`src/rtl/method_fetch.sv`:
```
// rtl/method_fetch.sv - PC-owning byte fetch unit with req/ack memory port and prefetch queue
// Feeds the MBR from a DEPTH-entry queue; at most one memory request outstanding.
module method_fetch #(
  parameter int ADDR_W = 16,
  parameter int DEPTH  = 4
) (
  input  logic              clk,
  input  logic              rst_n,
  input  logic [31:0]       c_bus,
  input  logic              pc_load,
  input  logic              fetch,
  output logic [7:0]        mem,
  output logic              mem_valid,
  output logic [31:0]       pc,
  output logic              fetch_miss,
  output logic              mem_req,
  output logic [ADDR_W-1:0] mem_addr,
  input  logic [7:0]        mem_rdata,
  input  logic              mem_ack
);
  localparam int PW = $clog2(DEPTH);

  typedef enum logic {IDLE, WAIT} state_t;

  state_t            state_q, state_d;
  logic [7:0]        q_q [DEPTH];
  logic [PW-1:0]     rptr_q, rptr_d, wptr_q, wptr_d;
  logic [PW:0]       count_q, count_d;
  logic [ADDR_W-1:0] fa_q, fa_d, mem_addr_q, mem_addr_d;
  logic [31:0]       pc_q, pc_d;
  logic [7:0]        mem_q, mem_d;
  logic              dc_q, dc_d, mem_req_q, mem_req_d;
  logic              mem_valid_q, mem_valid_d, fetch_miss_q, fetch_miss_d;
  logic              ack, pop, push, space;
  logic              unused_c_bus;

  assign unused_c_bus = ^c_bus[31:ADDR_W];

  always_comb begin
    ack          = (state_q == WAIT) && mem_ack;
    pop          = fetch && mem_valid_q && !pc_load;
    push         = ack && !dc_q && !pc_load;
    pc_d         = pc_q;
    fa_d         = fa_q;
    rptr_d       = rptr_q;
    wptr_d       = wptr_q;
    count_d      = count_q;
    dc_d         = dc_q;
    fetch_miss_d = fetch && !mem_valid_q && !pc_load;

    if (pc_load) begin
      pc_d    = 32'(c_bus[ADDR_W-1:0]);
      fa_d    = c_bus[ADDR_W-1:0];
      rptr_d  = '0;
      wptr_d  = '0;
      count_d = '0;
      // An un-acked request in flight must have its data thrown away later.
      if (state_q == WAIT && !mem_ack) dc_d = 1'b1;
    end else begin
      if (pop) begin
        pc_d   = pc_q + 32'd1;
        rptr_d = rptr_q + PW'(1);
      end
      if (push) begin
        wptr_d = wptr_q + PW'(1);
        fa_d   = fa_q + ADDR_W'(1);
      end
      count_d = count_q + (PW+1)'(push) - (PW+1)'(pop);
    end
    if (ack) dc_d = 1'b0;

    space      = count_d < (PW+1)'(DEPTH);
    state_d    = state_q;
    mem_req_d  = mem_req_q;
    mem_addr_d = mem_addr_q;
    case (state_q)
      IDLE: begin
        if (space) begin
          state_d    = WAIT;
          mem_req_d  = 1'b1;
          mem_addr_d = fa_d;
        end
      end
      WAIT: begin
        if (mem_ack) begin
          if (space) begin
            mem_addr_d = fa_d;
          end else begin
            state_d   = IDLE;
            mem_req_d = 1'b0;
          end
        end
      end
      default: state_d = IDLE;
    endcase

    // The incoming byte becomes the head when it lands in the slot rptr_d points at.
    mem_valid_d = (count_d != '0);
    mem_d       = mem_q;
    if (mem_valid_d) mem_d = (push && wptr_q == rptr_d) ? mem_rdata : q_q[rptr_d];
  end

  always_ff @(posedge clk or negedge rst_n) begin
    if (!rst_n) begin
      state_q      <= IDLE;
      for (int i = 0; i < DEPTH; i++) q_q[i] <= 8'h00;
      rptr_q       <= '0;
      wptr_q       <= '0;
      count_q      <= '0;
      fa_q         <= '0;
      mem_addr_q   <= '0;
      pc_q         <= '0;
      mem_q        <= 8'h00;
      dc_q         <= 1'b0;
      mem_req_q    <= 1'b0;
      mem_valid_q  <= 1'b0;
      fetch_miss_q <= 1'b0;
    end else begin
      state_q      <= state_d;
      if (push) q_q[wptr_q] <= mem_rdata;
      rptr_q       <= rptr_d;
      wptr_q       <= wptr_d;
      count_q      <= count_d;
      fa_q         <= fa_d;
      mem_addr_q   <= mem_addr_d;
      pc_q         <= pc_d;
      mem_q        <= mem_d;
      dc_q         <= dc_d;
      mem_req_q    <= mem_req_d;
      mem_valid_q  <= mem_valid_d;
      fetch_miss_q <= fetch_miss_d;
    end
  end

  assign mem        = mem_q;
  assign mem_valid  = mem_valid_q;
  assign pc         = pc_q;
  assign fetch_miss = fetch_miss_q;
  assign mem_req    = mem_req_q;
  assign mem_addr   = mem_addr_q;
endmodule

```
`config.mk`:
```
export PLATFORM = sky130hd
export DESIGN_NAME = method_fetch
export DESIGN_NICKNAME = d
export VERILOG_FILES = /design/src/rtl/method_fetch.sv
export SDC_FILE = /design/constraint.sdc
export NUM_CORES = 1
export LEC_CHECK = 0
export ABC_AREA = 1
export CORE_UTILIZATION = 58
export CTS_CLUSTER_DIAMETER = 50
export CTS_CLUSTER_SIZE = 12
export DETAILED_ROUTE_END_ITERATION = 10
export PLACE_DENSITY = 0.86
export SETUP_SLACK_MARGIN = 0.02
export SLEW_MARGIN = 30
export SYNTH_ARGS = -nofsm -noshare
export SYNTH_HDL_FRONTEND = slang
export SYNTH_SLANG_ARGS = --single-unit
```
`constraint.sdc`:
```
create_clock -name clk -period 5.9 [get_ports clk]
set_input_delay 1.77 -clock clk [delete_from_list [all_inputs] [get_ports clk]]
set_output_delay 1.77 -clock clk [all_outputs]
set_load 0.02 [all_outputs]
```
# == Yosys cells after proc, flatten, opt, wreduce, memory -nomap -nowiden ==
# Index checks and enable logic that the tools add are counted.
# totals
reg_bits,116
latchBits,0
ramBits,0
rom_bits,0
in_bits,45
output_inout_bits,59
wordCells,83
mem_count,0
# op_classes
add_sub_neg,6
n_mul,0
div,0
magnitude_cmp,4
eq_ne,4
shift,0
n_mux,29
bitwise_logic,3
n_reduce_logical,21
# op_table
operator,count
16-bit two-way mux,4
32-bit two-way mux,2
"32-bit by 1-bit adder with 32-bit output, second input constant",1
32-bit bitwise mux,1
8-bit two-way mux,4
16-bit one-hot mux with 2 select lines,1
"16-bit by 1-bit adder with 16-bit output, second input constant",1
8-bit binary-select mux with 2-bit select,1
8-bit demux with 2-bit select,1
1-bit logical AND,10
1-bit two-way mux,8
2-bit two-way mux,4
2-bit nonzero test,4
"3-bit greater-or-equal comparator, second input constant",2
"2-bit != test, second input constant",3
2-bit inverter with 3-bit output,2
"2-bit by 1-bit adder with 2-bit output, second input constant",2
1-bit logical NOT,4
1-bit one-hot mux with 2 select lines,2
3-bit by 1-bit adder with 3-bit output,1
"3-bit by 1-bit < comparator with 1-bit output, second input constant",1
"3-bit < comparator, second input constant",1
3-bit two-way mux,1
3-bit AND reduction,1
other kinds (5),5

# == Longest topological paths before layout ==
# Gate-level depths: netlist of run 1.
# logic_depth
depth_word,10
ltp_mapped,16
depth_no_buf,15

# == Worst setup path before layout of run 1 ==
# No wires, ideal clock.
# synth_timing
kind,in2reg
from,in pc_load
to,"reg mem_addr_q[10], in the netlist mem_addr[10]"
setup_ps,117
arrival_ps,4042
t_required_ps,5783
slack_ps,1741
cell_stages,16
path_cell_list,buf_4 nor2_1 clkbuf_1 ha_1 inv_1 ha_1 inv_1 fa_1 inv_1 nor2_1 nand3b_1 nand2_2 inv_2 buf_2 nand2_1 nand2_1
# synth_between
elab_chain_len,9
# synth_lines
item,line,source
start: declaration,10,"input logic pc_load,"
1-bit logical NOT,"41, 42",
1-bit logical AND,42,push = ack && !dc_q && !pc_load;
3-bit by 1-bit adder with 3-bit output,68,count_d = count_q + (PW+1)'(push) - (PW+1)'(pop);
3-bit by 1-bit subtractor with 3-bit output,68,
3-bit two-way mux,51,if (pc_load) begin
3-bit < comparator,72,space = count_d < (PW+1)'(DEPTH);
16-bit two-way mux *,"78, 86",
16-bit two-way mux,85,if (mem_ack) begin
16-bit one-hot mux with 2 select lines *,76,case (state_q)
end signal: assignment,125,mem_addr_q <= mem_addr_d;
end: declaration,29,"logic [ADDR_W-1:0] fa_q, fa_d, mem_addr_q, mem_addr_d;"
# Every way passes the cells marked *; elsewhere a longest branch is shown, timed or not. The select of a mux whose other input is x is not followed.
# A chain may end at the register's enable or synchronous reset.

# == Worst setup path after layout of run 1 ==
# layout_timing
from,in fetch
to,"reg mem_addr_q[3], in the netlist mem_addr[3]"
# layout_between
elab_chain_len,8
# layout_lines
item,line,source
start: declaration,11,"input logic fetch,"
1-bit logical AND * (2 in a row),41,pop = fetch && mem_valid_q && !pc_load;
3-bit by 1-bit subtractor with 3-bit output *,68,
3-bit two-way mux *,51,
3-bit < comparator *,72,
16-bit two-way mux *,--,
16-bit two-way mux,--,
16-bit one-hot mux with 2 select lines *,--,
# Marked as above.

==> results of run 1 <==
-- flip-flops by register name (all words and copies together), names as in the netlist --
register,flops
count_q,3
dc_q,1
fa_q,16
fetch_miss,1
mem,8
mem_addr,16
mem_req,1
mem_valid,1
pc,32
q_q,32
rptr_q,2
state_q,1
wptr_q,2
-- worst max-delay path: stages --
cell and delay (ns):
clkdlybuf4s50_1 0.61, nand2_2 0.15, nor2_1 0.12, buf_4 0.22, ha_1 0.25, inv_1 0.06, ha_1 0.13, inv_1 0.04
fa_1 0.36, inv_1 0.09, nor2_1 0.05, nand3b_1 0.25, nand2_2 0.36, inv_2 0.21, nand2_1 0.13, nand2_1 0.05
-- area by class of cell --
cell class                 instances  area (um^2)  area share
clock inverter                     6        55.05    0.007174
clock buffer                      25        454.2     0.05919
inverter                          71        269.0     0.03506
multi-input combinational        597         2920      0.3806
timing repair buffer              91        902.1      0.1176
tap                              136        170.2     0.02218
sequential                       116         2903      0.3783
-- where the power goes --
part,internal (uW),switching (uW),total [uW],leakage [uW]
combinational,400,603,1000,0.00190
clock,562,338,900,0.000254
sequential,1010,162,1170,0.00148
-- routing by layer --
| metal | global-route usage | vias up | routed length, um |
|---|---|---|---|
| met4 | 0.1529 | 0 | 420 |
| li1 | - | 2770 | - |
| met2 | 0.5103 | 288 | 8051 |
| met5 | 0 | - | 0 |
| met3 | 0.05690 | 37 | 1221 |
| met1 | 0.3885 | 2820 | 6337 |
-- stage by stage --
step,instances,instance area (um^2),hold slack [ns]
finish,1042,7674,0.4756
global placement,1011,7161,0.4631
detailed placement,1011,7164,0.4662
global route,1042,7674,0.5005
floorplan,804,6206,0.4531
CTS,1042,7674,0.4785
-- Yosys cell counts, types with 2 or more instances --
| library cell | number |
|---|---|
| a31oi_1 | 4 |
| nor2_1 | 70 |
| o21ai_1 | 3 |
| buf_4 | 4 |
| xnor2_1 | 2 |
| nor3_1 | 5 |
| xor2_1 | 12 |
| or2_2 | 2 |
| nand3_2 | 2 |
| buf_6 | 2 |
| o21ai_0 | 42 |
| clkbuf_1 | 6 |
| nor2_2 | 5 |
| nand2_2 | 12 |
| nand3b_1 | 3 |
| o21bai_1 | 2 |
| o211ai_1 | 9 |
| nand4_1 | 31 |
| nand3_4 | 4 |
| nand2_4 | 4 |
| dfrtp_1 | 116 |
| ha_1 | 8 |
| buf_2 | 7 |
| inv_1 | 68 |
| nand2_1 | 295 |
| nand3_1 | 67 |
| nor2_4 | 4 |
-- kinds of logic (layout without fill, tap and decap cells) --
group                      Yosys count  count (layout)  synth area share
and+or+nand+nor                    509             509            0.3720
DFF                                116             116            0.4677
buffers and inverters               91             193           0.06169
AOI/OAI and AO/OA                   65              65           0.05947
xor gates and xnor gates            14              14           0.01976
adders and majority gates            9               9           0.01936
-- final timing paths --
kind / to / slack [ns] / cells after the start
min in group asynchronous: mem_addr[9] / 1.28 / 1
max in group asynchronous: q_q[28] / 3.66 / 2
hold / removal: mem_addr[1] / 0.48 / 2
hold reg to reg: mem_addr[1] / 0.48 / 2
setup reg to reg: mem_addr[3] / 2.84 / 15
setup / recovery: mem_addr[3] / 1.47 / 16
==> flow_summary.toml, run 1 <==
[cts]
numCtsBuffers = 17
cts_tree = "yes"
htreeDepth = 4
root_buffer = "clkbuf_8"
clk_latency_ns = 0.53
ctsHoldBuffers = 0
cts.sinks = 116
post_cts_buffers = 0
cts_resized = 0
cts_max_path_buffers = 2
path_clk_slew_ns = 0.05

[sta]
period_share = 0.7515
fmax_ghz = 0.2255
layout_min_cycle_time_ns = 4.434
fin_tns_setup_ns = 0
clock_skew_ns = 0.007311
fin_ws_ns = 1.466
worst_pin_slew_ns = 0.7757
rsz0062_at_grt = "no"
slew_violations = 0
report.final.setup_viol = 0
finalHoldViolCount = 0
max_slew_margin = 0.4829

[run_status]
status = "finished clean"

[synth]
syn_area_um2 = 6206
synth_nets = 858
synth_top_cell_area_share = 0.4677
synthCells = 804
yosysWarnings = 0
avgSynthCellArea_um2 = 7.719
synth_area_leaders = "dfrtp_1 47%, nand2_1 18%, nand3_1 5.4%, nor2_1 4.2%, inv_1 4.1%"
synth.distinct_cells = 42
synthArstFlopShare = 1.000
synthFlopType = "dfrtp_1"
ys_ff_latch = 116
ys_seq_area_frac = 0.4677
synth-edff-count = 0
synth_area_leader_cell = "dfrtp_1"

[layout]
final_common_cell = "nand2_1"
area_growth_pct = 23.65
diodes = 0
final_cell_mix = "295 x nand2_1, 116 x dfrtp_1, 86 x clkdlybuf4s50_1"
fin_nets = 948
drive_above_1_share = 0.07395
fill_cells = 788
fin_util = 0.7400

[worst_setup_path]
required_ns = 6.32
arrival_ns = 4.85
endpoint_kind = "flop"
crit_start = "fetch"
critPathMaxFanout = 19
crit_type = "primary input to flop"
r2r_start = "mem_valid"
critPathLaunchType = "primary input"

[floorplanning]
fp.dieW_um = 105.4
fp.dieH_um = 105.4
placementRows = 37
die-area_um2 = 11120
core-area_um2 = 10370
initial_core_util = 0.5985
io_pins = 104

[place]
post-place-ws_ns = 0.9575
dpl.hpwl_um = 11070
port-buffer-count = 87
place.gp.congestion = 0.9214

[detailed_routing]
via_per_inst = 5.677
vias = 5915
drtIter0Drc = 446
wl_per_cell_um = 15.38
antenna_left = 0
finalWirelength_um = 16030
route.detailed.drc = 0
firstDrtPassIters = 6

[power_and_ir_drop]
vdd_drop_max_mv = 0.2838
p_leak_uw = 0.003638
fin_total_pwr_uw = 3077
powerDensity_nw_per_um2 = 401.0

[run]
drv_cap = 0

[global_routing]
antenna_found_initial = 0
grt_pass1_vias = 5821
grt_max_degree = 86
grtUsageTotal = 0.3082
gr-total-overflow = 0
grt_pass1_wl_um = 26900

[hold_path]
hold_start = "mem_addr[1]"
hold_class = "flop to flop"
Note: power is estimated with default switching activity, not from simulation.
==> run 2: changes to the inputs <==
- CORE_UTILIZATION: 58 -> 49
- PLACE_DENSITY: 0.86 -> 0.77
- clock period: 5.9 -> 3.8 ns (I/O delays scaled with it)
==> run 2 against run 1 <==
Effect of this change:
- hold slack gained 0.0030 ns
- design area grew 3.0%
- cell count grew 4.2%
- largest power group unchanged
- via count shrank 4.6%
- critical path type unchanged
- clock skew grew 0.0018 ns
- largest cell class unchanged
- highest routed layer unchanged
- setup slack lost 1.0 ns
- clock-buffer cell count shrank 5
- non-clock buffer count grew 11
==> flow_summary.toml, run 2 (synthesis results as in run 1) <==
[sta]
slew_violations = 0
fin_ws_ns = 0.4273
fmax_ghz = 0.2965
period_share = 0.8875
clock_skew_ns = 0.009159
report.final.setup_viol = 0
rsz0062_at_grt = "no"
layout_min_cycle_time_ns = 3.373
fin_tns_setup_ns = 0
max_slew_margin = 0.5913
finalHoldViolCount = 0
worst_pin_slew_ns = 0.6130

[run]
drv_cap = 0

[detailed_routing]
antenna_left = 0
finalWirelength_um = 15580
drtIter0Drc = 448
wl_per_cell_um = 14.35
via_per_inst = 5.193
firstDrtPassIters = 5
vias = 5640
route.detailed.drc = 0

[cts]
ctsHoldBuffers = 0
post_cts_buffers = 0
htreeDepth = 4
path_clk_slew_ns = 0.06
numCtsBuffers = 17
cts.sinks = 116
cts_resized = 0
clk_latency_ns = 0.43
cts_tree = "yes"
root_buffer = "clkbuf_16"
cts_max_path_buffers = 2

[floorplanning]
die-area_um2 = 13120
initial_core_util = 0.5103
core-area_um2 = 12160
fp.dieH_um = 114.5
placementRows = 40
fp.dieW_um = 114.5
io_pins = 104

[power_and_ir_drop]
p_leak_uw = 0.003723
vdd_drop_max_mv = 0.3629
p_switching_uw = 1773
clkPwrFrac = 0.322
p_int_uw = 3263
p_sw_frac = 0.3520
powerDensity_nw_per_um2 = 637.4
seqPwrFrac = 0.359
power_frac_comb = 0.319
fin_total_pwr_uw = 5036

[worst_setup_path]
arrival_ns = 3.69
crit_family = "simple AND/OR/NAND/NOR gates"
critPathLaunchType = "primary input"
worstPathCellList = "clkdlybuf4s50_1 -> nand2_2 -> nor2_1 -> ha_1 -> inv_1 -> ha_1 -> inv_1 -> fa_1 -> inv_1 -> nor2_1 -> nand3b_1 -> nand2_2 -> inv_1 -> nand2_1 -> nand2_1"
critPathBufInv = 5
endpoint_kind = "flop"
cpMaxStageDelayCell = "clkdlybuf4s50_1"
critPathMaxFanout = 8
slowest_delay_ns = 0.50
required_ns = 4.11
crit_type = "primary input to flop"
cp_common_cell = "inv_1"

[hold_path]
hold_class = "flop to flop"

[layout]
area_growth_pct = 27.32
drive_above_1_share = 0.09041
final_cell_mix = "295 x nand2_1, 116 x dfrtp_1, 86 x clkdlybuf4s50_1"
fill_cells = 1034
diodes = 0
fin_nets = 959
final_common_cell = "nand2_1"
final_area_um2 = 7901

[global_routing]
grt_pass1_wl_um = 25910
antenna_found_initial = 0
grt_pass1_vias = 5333
met1_usage = 0.3390
use_met2 = 0.4158
top_usage_layer = "met2"
grt_max_degree = 57
grtUsageTotal = 0.2578
use_met3 = 0.04500
gr-total-overflow = 0

[run_status]
status = "finished clean"

[place]
place_area_um2 = 7308
place.gp.congestion = 0.8739
port-buffer-count = 87
dpl.hpwl_um = 10920
post-place-ws_ns = 0.01345
==> run 2: cell type report <==
type                            count  area [um^2]  share of cell area
Clock inverter                     12        156.4             0.01979
Clock buffer                       20        436.7             0.05527
Inverter                           71        269.0             0.03405
Tap cell                          168        210.2             0.02660
Sequential cell                   116         2903              0.3674
Timing Repair Buffer              102         1006              0.1273
Multi-Input combinational cell    597         2920              0.3696
==> run 2: power groups by stage <==
stage                     Clock, uW  Combinational (uW)  Sequential [uW]
after global placement            0                1560             1820
after detailed placement          0                1600             1820
after CTS                      1630                1620             1810
after global routing           1680                1770             1850
final                          1620                1610             1810
after floorplan                   0                 766             1990
==> run 2: worst min-delay path: stages (launching register included) <==
cell and delay (ns):
dfrtp_1 0.34, nand2_1 0.05, nand2_1 0.06
==> run 2: metrics by stage <==
| step | hold WS [ns] | instances | util |
|---|---|---|---|
| global placement | 0.4624 | 1054 | 0.6009 |
| CTS | 0.4814 | 1086 | 0.6497 |
| detailed placement | 0.4662 | 1054 | 0.6009 |
| finish | 0.4785 | 1086 | 0.6497 |
| floorplan | 0.4531 | 804 | - |
| global route | 0.5056 | 1086 | 0.6497 |
==> run 2: path summary, 6_finish.rpt <==
path	start	to	slack [ns]	depth (start not counted)
worst max-delay path	fetch	mem[3]	0.43	15
worst min-delay path	mem_addr[4]	mem_addr[4]	0.48	2
worst max register to register	mem_valid	mem[3]	1.17	14
worst min register to register	mem_addr[4]	mem_addr[4]	0.48	2
max in group asynchronous	rst_n	pc[20]	2.39	2
min in group asynchronous	rst_n	mem_addr[1]	0.69	1
==> run 2: per-layer routing <==
metal | part of all wire | up-vias
li1 | - | 2808
met1 | 0.46 | 2648
met2 | 0.47 | 160
met3 | 0.049 | 24
met4 | 0.021 | 0
met5 | 0 | -
